[src/rtl/imem_loader_pkg.sv]
// Shared definitions for the instruction-memory loader: frame marker,
// data width and FSM state encodings.
package imem_loader_pkg;

  localparam int         INST_WIDTH    = 32;
  localparam logic [7:0] LDR_SYNC_BYTE = 8'hA5;

  typedef enum logic [2:0] {
    LDR_IDLE   = 3'd0,
    LDR_LEN_LO = 3'd1,
    LDR_LEN_HI = 3'd2,
    LDR_DATA   = 3'd3,
    LDR_CSUM   = 3'd4,
    LDR_DONE   = 3'd5,
    LDR_ERR    = 3'd6
  } ldr_state_e;

endpackage

[src/rtl/imem_loader.sv]
// Framed byte-stream loader: packs little-endian bytes into 32-bit words,
// writes them to imem and releases core reset after a valid checksum.
module imem_loader
  import imem_loader_pkg::*;
#(
  parameter int         DEPTH_WORDS = 256,
  parameter int         ADDR_W      = 10,
  parameter logic [7:0] SYNC_BYTE   = LDR_SYNC_BYTE
) (
  input  logic                  i_clk,
  input  logic                  i_rst,
  input  logic                  i_rx_valid,
  input  logic [7:0]            i_rx_data,
  output logic                  o_rx_ready,
  output logic                  o_we,
  output logic [ADDR_W-1:0]     o_waddr,
  output logic [INST_WIDTH-1:0] o_wdata,
  output logic                  o_core_rst,
  output logic                  o_busy,
  output logic                  o_done,
  output logic                  o_error
);

  localparam logic [15:0] DEPTH_N = 16'(DEPTH_WORDS);

  ldr_state_e            state_q, state_d;
  logic                  rx_ready_q;
  logic [15:0]           len_q, len_d;
  logic [15:0]           word_cnt_q, word_cnt_d;
  logic [1:0]            byte_cnt_q, byte_cnt_d;
  logic [7:0]            sum_q, sum_d;
  logic [INST_WIDTH-1:0] word_q, word_d;
  logic [ADDR_W-1:0]     addr_q, addr_d;
  logic                  we_q, we_d;
  logic [ADDR_W-1:0]     waddr_q, waddr_d;
  logic [INST_WIDTH-1:0] wdata_q, wdata_d;
  logic                  core_rst_q, core_rst_d;
  logic                  done_q, done_d;
  logic                  error_q, error_d;
  logic                  accept;
  logic [INST_WIDTH-1:0] word_shift;
  logic [7:0]            sum_next;
  logic [15:0]           len_full;

  function automatic logic [7:0] csum_add(input logic [7:0] acc, input logic [7:0] b);
    return acc + b;
  endfunction

  assign accept     = i_rx_valid && rx_ready_q;
  assign word_shift = {i_rx_data, word_q[INST_WIDTH-1:8]};
  assign sum_next   = csum_add(sum_q, i_rx_data);
  assign len_full   = {i_rx_data, len_q[7:0]};

  always_comb begin
    state_d    = state_q;
    len_d      = len_q;
    word_cnt_d = word_cnt_q;
    byte_cnt_d = byte_cnt_q;
    sum_d      = sum_q;
    word_d     = word_q;
    addr_d     = addr_q;
    we_d       = 1'b0;
    waddr_d    = waddr_q;
    wdata_d    = wdata_q;
    core_rst_d = core_rst_q;
    done_d     = 1'b0;
    error_d    = error_q;
    if (accept) begin
      case (state_q)
        LDR_IDLE, LDR_DONE, LDR_ERR: begin
          if (i_rx_data == SYNC_BYTE) begin
            state_d    = LDR_LEN_LO;
            error_d    = 1'b0;
            core_rst_d = 1'b1;
            sum_d      = 8'h00;
          end
        end
        LDR_LEN_LO: begin
          len_d   = {8'h00, i_rx_data};
          sum_d   = sum_next;
          state_d = LDR_LEN_HI;
        end
        LDR_LEN_HI: begin
          len_d      = len_full;
          sum_d      = sum_next;
          addr_d     = '0;
          word_cnt_d = 16'd0;
          byte_cnt_d = 2'd0;
          if (len_full > DEPTH_N) begin
            state_d = LDR_ERR;
            error_d = 1'b1;
          end else if (len_full == 16'd0) begin
            state_d = LDR_CSUM;
          end else begin
            state_d = LDR_DATA;
          end
        end
        LDR_DATA: begin
          sum_d      = sum_next;
          word_d     = word_shift;
          byte_cnt_d = byte_cnt_q + 2'd1;
          // Fourth byte completes the word; the write goes out on the next cycle.
          if (byte_cnt_q == 2'd3) begin
            we_d       = 1'b1;
            wdata_d    = word_shift;
            waddr_d    = addr_q;
            addr_d     = addr_q + ADDR_W'(4);
            word_cnt_d = word_cnt_q + 16'd1;
            if (word_cnt_q + 16'd1 == len_q) state_d = LDR_CSUM;
          end
        end
        LDR_CSUM: begin
          if (sum_next == 8'h00) begin
            state_d    = LDR_DONE;
            done_d     = 1'b1;
            core_rst_d = 1'b0;
          end else begin
            state_d = LDR_ERR;
            error_d = 1'b1;
          end
        end
        default: state_d = LDR_IDLE;
      endcase
    end
  end

  always_ff @(posedge i_clk) begin
    if (i_rst) begin
      state_q    <= LDR_IDLE;
      rx_ready_q <= 1'b0;
      len_q      <= '0;
      word_cnt_q <= '0;
      byte_cnt_q <= '0;
      sum_q      <= '0;
      word_q     <= '0;
      addr_q     <= '0;
      we_q       <= 1'b0;
      waddr_q    <= '0;
      wdata_q    <= '0;
      core_rst_q <= 1'b1;
      done_q     <= 1'b0;
      error_q    <= 1'b0;
    end else begin
      state_q    <= state_d;
      rx_ready_q <= 1'b1;
      len_q      <= len_d;
      word_cnt_q <= word_cnt_d;
      byte_cnt_q <= byte_cnt_d;
      sum_q      <= sum_d;
      word_q     <= word_d;
      addr_q     <= addr_d;
      we_q       <= we_d;
      waddr_q    <= waddr_d;
      wdata_q    <= wdata_d;
      core_rst_q <= core_rst_d;
      done_q     <= done_d;
      error_q    <= error_d;
    end
  end

  assign o_rx_ready = rx_ready_q;
  assign o_we       = we_q;
  assign o_waddr    = waddr_q;
  assign o_wdata    = wdata_q;
  assign o_core_rst = core_rst_q;
  assign o_done     = done_q;
  assign o_error    = error_q;
  assign o_busy     = !(state_q == LDR_IDLE || state_q == LDR_DONE || state_q == LDR_ERR);

endmodule

[config.mk]
export PLATFORM = sky130hd
export DESIGN_NAME = imem_loader
export DESIGN_NICKNAME = d
export VERILOG_FILES = /design/src/rtl/imem_loader_pkg.sv /design/src/rtl/imem_loader.sv
export SDC_FILE = /design/constraint.sdc
export NUM_CORES = 1
export LEC_CHECK = 0
export BUFFER_PORTS_ARGS = -buffer_cell sky130_fd_sc_hd__buf_4
export CORE_MARGIN = 4
export CORE_UTILIZATION = 33
export CTS_CLUSTER_DIAMETER = 150
export CTS_CLUSTER_SIZE = 25
export DETAILED_ROUTE_END_ITERATION = 7
export GPL_TIMING_DRIVEN = 0
export PLACE_DENSITY = 0.59
export SLEW_MARGIN = 20
export SYNTH_ARGS = -nofsm -noshare
export SYNTH_HDL_FRONTEND = slang
export SYNTH_SLANG_ARGS = --single-unit
[constraint.sdc]
create_clock -name i_clk -period 2.65 [get_ports i_clk]
set_input_delay 0.1325 -clock i_clk [delete_from_list [all_inputs] [get_ports i_clk]]
set_output_delay 0.1325 -clock i_clk [all_outputs]
set_load 0.01 [all_outputs]
==> results of run 1 <==
==> worst max-delay path, cell delays in order, from the launching register on <==
cell and delay, ns:
dfxtp_1 0.30, buf_2 0.20, nand4_1 0.28, or4_1 0.62, xnor2_1 0.16, nor2_1 0.10
nand4_1 0.21, o31ai_4 0.36, a311oi_1 0.14
==> cells in the mapped netlist (all sizes together), types with 5 or more instances <==
master  instances
a21oi          98
a22oi          16
a31oi           7
buf             5
clkbuf         39
dfxtp         122
ha             10
inv             7
nand2         168
nand3          22
nand4           8
nor2           62
nor3            8
nor4            5
o21ai          26
or3             7
xnor2          22
xor2           13
==> sequential cells by signal, indices dropped and copies added (netlist names) <==
register and count:
byte_cnt_q 2, word_q 24, o_wdata 32, addr_q 8
o_core_rst 1, len_q 16, sum_q 8, o_error 1
o_we 1, o_waddr 8, state_q 3, o_rx_ready 1
word_cnt_q 16, o_done 1
==> cell families after synthesis <==
logic type	after synthesis	share of synthesized area, %
AOI/OAI and AO/OA	167	17.59
buffers and inverters	51	3.678
adders and majority gates	11	2.650
xor gates and xnor gates	36	6.031
DFF	122	44.60
other	1	0.06847
muxes	2	0.3656
and+or+nand+nor	310	25.02
==> repair_timing <==
| item | CTS | global route |
|---|---|---|
| hold buffers | 1 | 0 |
| endpoints found under the hold margin | 1 | 0 |
| resized for setup | 11 | 14 |
| setup endpoints to repair | 45 | 59 |
==> area by class of cell <==
class,count,area (µm²),area share (%)
inverter,7,26.28,0.3814
tap,216,270.3,3.923
clock inverter,10,163.9,2.379
multi-input combinational,528,2909,42.23
timing repair buffer,56,422.9,6.139
sequential,122,2444,35.47
buffer,44,182.7,2.652
clock buffer,21,470.5,6.829
==> worst max-delay path by stage <==
stage                                           from                          end  slack (ns)  cells after the start
after floorplan           word_cnt_q[0]$_SDFFE_PP0P_      state_q[1]$_SDFFE_PP0P_        0.22                      8
after global placement       state_q[1]$_SDFFE_PP0P_  word_cnt_q[14]$_SDFFE_PP0P_       -0.23                      8
after detailed placement     state_q[1]$_SDFFE_PP0P_  word_cnt_q[14]$_SDFFE_PP0P_       -0.23                      8
after CTS                 word_cnt_q[1]$_SDFFE_PP0P_      state_q[1]$_SDFFE_PP0P_        0.03                      8
after global routing      word_cnt_q[7]$_SDFFE_PP0P_      state_q[1]$_SDFFE_PP0P_       0.002                      8
final                     word_cnt_q[7]$_SDFFE_PP0P_      state_q[1]$_SDFFE_PP0P_        0.14                      8
==> routing by layer <==
metal	part of all wire [%]	global-route usage, %	up-vias
li1	-	-	2558
met1	47	23.02	2403
met2	45	25.47	155
met3	6.7	3.640	16
met4	1.3	5.710	0
met5	0	0	-
==> per-stage QoR <==
stage / hold slack [ns] / setup slack [ns] / instances / setup TNS, ns
6_report: 0.02398 / 0.1353 / 1004 / 0
3_3_place_gp: 0.3438 / -0.2312 / 972 / -3.907
3_5_place_dp: 0.3484 / -0.2305 / 972 / -3.707
4_1_cts: 0.01134 / 0.02830 / 1004 / 0
5_1_grt: 0.02125 / 0.002229 / 1004 / 0
2_1_floorplan: 0.2268 / 0.2165 / 701 / 0
==> layout by cell type, fill, tap and decap left out, types with 2 or more instances in the layout <==
cell type and n:
a21oi_1 97, clkbuf_16 17, inv_1 7, o21ai_0 25, mux2i_1 2, nand4_1 8, nand2_1 168, o211ai_1 4
a211oi_1 2, nand2b_1 3, and4_1 3, ha_1 9, nor3_1 7, buf_4 57, a31oi_1 7, or3_1 7
nand3_1 20, conb_1 2, nor2_1 61, buf_1 3, nor4_1 4, clkbuf_1 32, clkbuf_2 7, clkbuf_8 3
o21ba_2 2, xor2_1 13, and2_1 2, clkinv_2 2, nand3b_1 2, xnor2_1 22, a22oi_1 16, a311oi_1 3
or2_2 2, and3_1 4, bufinv_16 4, inv_6 2, or4_1 3, and4b_1 2, dfxtp_1 121
==> power by group through the flow <==
stage               Combinational, W  Sequential (W)  Clock, W
global route                0.000119         0.00184   0.00260
detailed placement          0.000108         0.00188         0
global placement            0.000109         0.00188         0
floorplan                  0.0000554         0.00188         0
finish                      0.000110         0.00184   0.00247
CTS                         0.000109         0.00184   0.00252
==> run metrics, run 1 <==
status=complete, no violations; DIE HEIGHT=~140 µm; end of the worst hold path=o_wdata[27]$_SDFFE_PP0P_; Comb power frac=2.5%; post-route cell area=0.006889 mm²; Pleak=between 2 and 2.5 nW; # setup viols final=0; HP Class=primary input to flip-flop; Worst R2R Setup Slack=~0.14 ns; Mapped Cells=700; Total GRT Usage=16.58%; Post-synth EDFFs=0; Final Cycle Share=94.89%; CTS tree=done; Slew Limit Fails=0; vias in the first global route=4845; Rows=46; initial antenna violation count=0; Inserted Clock Buffers=17; remaining antenna violation count=0; Starting Density=around 34%; area fraction of the dominant cell type after synthesis=44.60%; synth warn=0; Final Power=0.004422 W; routed vias=about 5100; net switching power=0.0009074 W; Most used DFF post-synth=dfxtp_1; largest net degree at the start of global routing=17; library cells used by synthesis=54; r2r startpoint=word_cnt_q[7]$_SDFFE_PP0P_; H-tree depth=4; vias per cell=around 5.1; Diodes inserted=0; FMAX=397.7 MHz; Clock Tree Root=clkbuf_16; Sequential Power Share=41.6%; VDD IR max=0.0004387 V; worst-margin pin slew=1.079 ns; postcts setup bufs=0; power per cell area=641.9 mW/mm²; fin crit period=2.515 ns; fin util=42.90%; RR Endpoint=state_q[1]$_SDFFE_PP0P_; clock buffer depth=2; detailed-route DRC error count=0; Pre-Repair DR Iteration Count=5; Pint=0.003515 W; Fillers=1639; Port Buffer Count=55; die span in x=136.8 µm; worst path arrival time=around 2.8 ns; Seq cells post-synth=122; worst r2r path cells=8; post-synth top area cell=dfxtp_1; layout cells sized above 1=14.47%; wire per inst=15.03 µm; post-synthesis area per instance=7.824 µm²; sequential-to-total area share from yosys stat=approximately 45%; ys async rst share=0%; Clock Pin Slew Worst Setup and Hold Paths=0.05 ns; crit end category=flip-flop; Overflow after GRT=0; clock share of power=55.9%; CP Max Fanout=10; clk sinks=122; clock latency on the worst-skew pair=0.42 ns; CP Launch Type=flip-flop; CP required=a little under 3 ns; Slew headroom=27.54%; RSZ-0062 raised after global routing=false; area grow syn2layout=25.79%; gp weighted congestion=approximately 0.84; DP Area=around 0.0062 mm²; IO Pins=about 60; final WL=between 15000 and 20000 µm; DP Wirelength=10680 µm; critical path type=flip-flop to flip-flop; hold path cells=3; fin nets=about 800; Sw Ratio=slightly above 20%; Fin. Hold Viols=0; mapped cell area=0.005477 mm²; total of max-cap violations=0; min-delay src=i_rx_data[3]; synth top area cells=dfxtp_1 45%, nand2_1 12%, a21oi_1 8.9%; area of the core=roughly 0.016 mm²; first-pass GRT wire length=24410 µm; initial DRC count=305; die area=0.01872 mm²; Worst Skew=0.01005 ns
Note: power is estimated with default switching activity, not from simulation.
==> run 2, diff against run 1 <==
--- a/config.mk
+++ b/config.mk
@@ -13,6 +13,7 @@
 export DETAILED_ROUTE_END_ITERATION = 7
 export GPL_TIMING_DRIVEN = 0
 export PLACE_DENSITY = 0.59
+export SETUP_SLACK_MARGIN = 0.3
 export SLEW_MARGIN = 20
 export SYNTH_ARGS = -nofsm -noshare
 export SYNTH_HDL_FRONTEND = slang
==> run metrics, run 2 (synthesized netlist as in run 1, its figures left out) <==
die area=0.01872 mm²; setup TNS=0 ns; WHS=about 0.023 ns; first-pass GRT wire length=24800 µm; Port Buffer Count=55; clock buffer depth=2; wire per inst=between 15 and 20 µm; RSZ-0062 raised after global routing=true; clk sinks=between 100 and 150; Clock Tree Root=clkbuf_16; post-route cell area=roughly 0.0071 mm²; area of the core=0.01606 mm²; final WL=15370 µm; area grow syn2layout=28.99%; vias per cell=5.010; fin crit period=2.402 ns; Diodes inserted=0; CP required=2.93 ns; initial antenna violation count=0; dpl cells=972; layout cells sized above 1=18.50%; IO Pins=between 50 and 60; Rows=46; DP Area=0.006172 mm²; Total GRT Usage=16.86%; Pleak=2.547 nW; detailed-route DRC error count=0; max FFs per register=32; Worst Skew=0.009125 ns; commonest non-fill, non-tap cells in the layout=168 x nand2_1, 119 x dfxtp_1, 96 x a21oi_1; worst path arrival time=approximately 2.7 ns; commonest non-fill, non-tap cell in the layout=nand2_1; Starting Density=34.10%; largest net degree at the start of global routing=17; die span in x=136.8 µm; Clock Pin Slew Worst Setup and Hold Paths=approximately 0.06 ns; CP Launch Type=flip-flop; DP Wirelength=10730 µm; crit end category=flip-flop; CP Max Fanout=6; Slew headroom=a little under 50%; DIE HEIGHT=136.8 µm; VDD IR max=around 0.00044 V; Final Cycle Share=90.66%; H-tree depth=4; Pre-Repair DR Iteration Count=5; Non-Filler Instances=1016; routed vias=5090; gp weighted congestion=between 0.8 and 0.9; initial DRC count=between 300 and 400; total of max-cap violations=0; remaining antenna violation count=0; status=complete, no violations; Overflow after GRT=0; Fin. Hold Viols=0; power per cell area=roughly 610 mW/mm²; critical path type=flip-flop to flip-flop; pre-CTS setup slack=-0.1722 ns; # setup viols final=0; Slew Limit Fails=0; FMAX=roughly 420 MHz; fin nets=between 800 and 900; worst-margin pin slew=0.7637 ns; vias in the first global route=4835; Inserted Clock Buffers=17; final worst slack=0.2475 ns; CTS tree=done; clock latency on the worst-skew pair=0.42 ns; HP Class=primary input to flip-flop
run 2: power by group:
part	switching [W]	internal, W	total (W)
Combinational	0.0000818	0.0000347	0.000117
Sequential	0.00000176	0.00183	0.00184
Clock	0.000849	0.00152	0.00236
run 2: final timing paths:
path / slack, ns / startpoint / cells past startpoint / to
min: 0.02 / i_rx_data[6] / 3 / word_q[30]$_SDFFE_PP0P_
max: 0.25 / word_cnt_q[1]$_SDFFE_PP0P_ / 8 / state_q[1]$_SDFFE_PP0P_
max reg2reg: 0.25 / word_cnt_q[1]$_SDFFE_PP0P_ / 8 / state_q[1]$_SDFFE_PP0P_
min reg2reg: 0.45 / o_wdata[5]$_SDFFE_PP0P_ / 2 / o_wdata[5]$_SDFFE_PP0P_
run 2: cell type report:
cell class,instances,area (µm²)
inverters,7,26.28
plain buffers,44,200.2
repair buffers,69,520.5
flip-flops and latches,122,2451
multi-input cells,528,2997
clock inverters,11,146.4
clock buffers,19,452.9
well taps,216,270.3
fillers,1643,8994
run 2: repair_timing:
item                                    in CTS  in global routing
setup buffers                                6                  7
pin swaps                                    3                 13
hold buffers                                 1                  0
hold endpoints to repair                     1                  0
gates resized for setup                     26                 29
endpoints found under the setup margin      74                 88
run 2: worst max-delay path, cell delays in order, from the launching register on:
cell,delay [ns]
dfxtp_4,0.36
ha_4,0.15
nand3_4,0.09
or4_1,0.41
o211ai_1,0.10
a21oi_1,0.09
or4_4,0.55
o31ai_4,0.35
a311oi_2,0.15
run 2: metal layers:
metal | GRT usage (%) | vias to the layer above | wire length [µm]
met4 | 5.044 | 0 | 213
met3 | 4.449 | 19 | 712
met1 | 23.66 | 2383 | 7571
met5 | 0 | - | 0
li1 | - | 2587 | -
met2 | 25.44 | 101 | 6873
run 2: stage by stage:
stage / utilization (%) / power [W]
floorplan: - / 0.001932
global placement: 38.44 / 0.001987
detailed placement: 38.44 / 0.001986
CTS: 43.21 / 0.004346
global route: 43.99 / 0.004451
finish: 43.99 / 0.004317
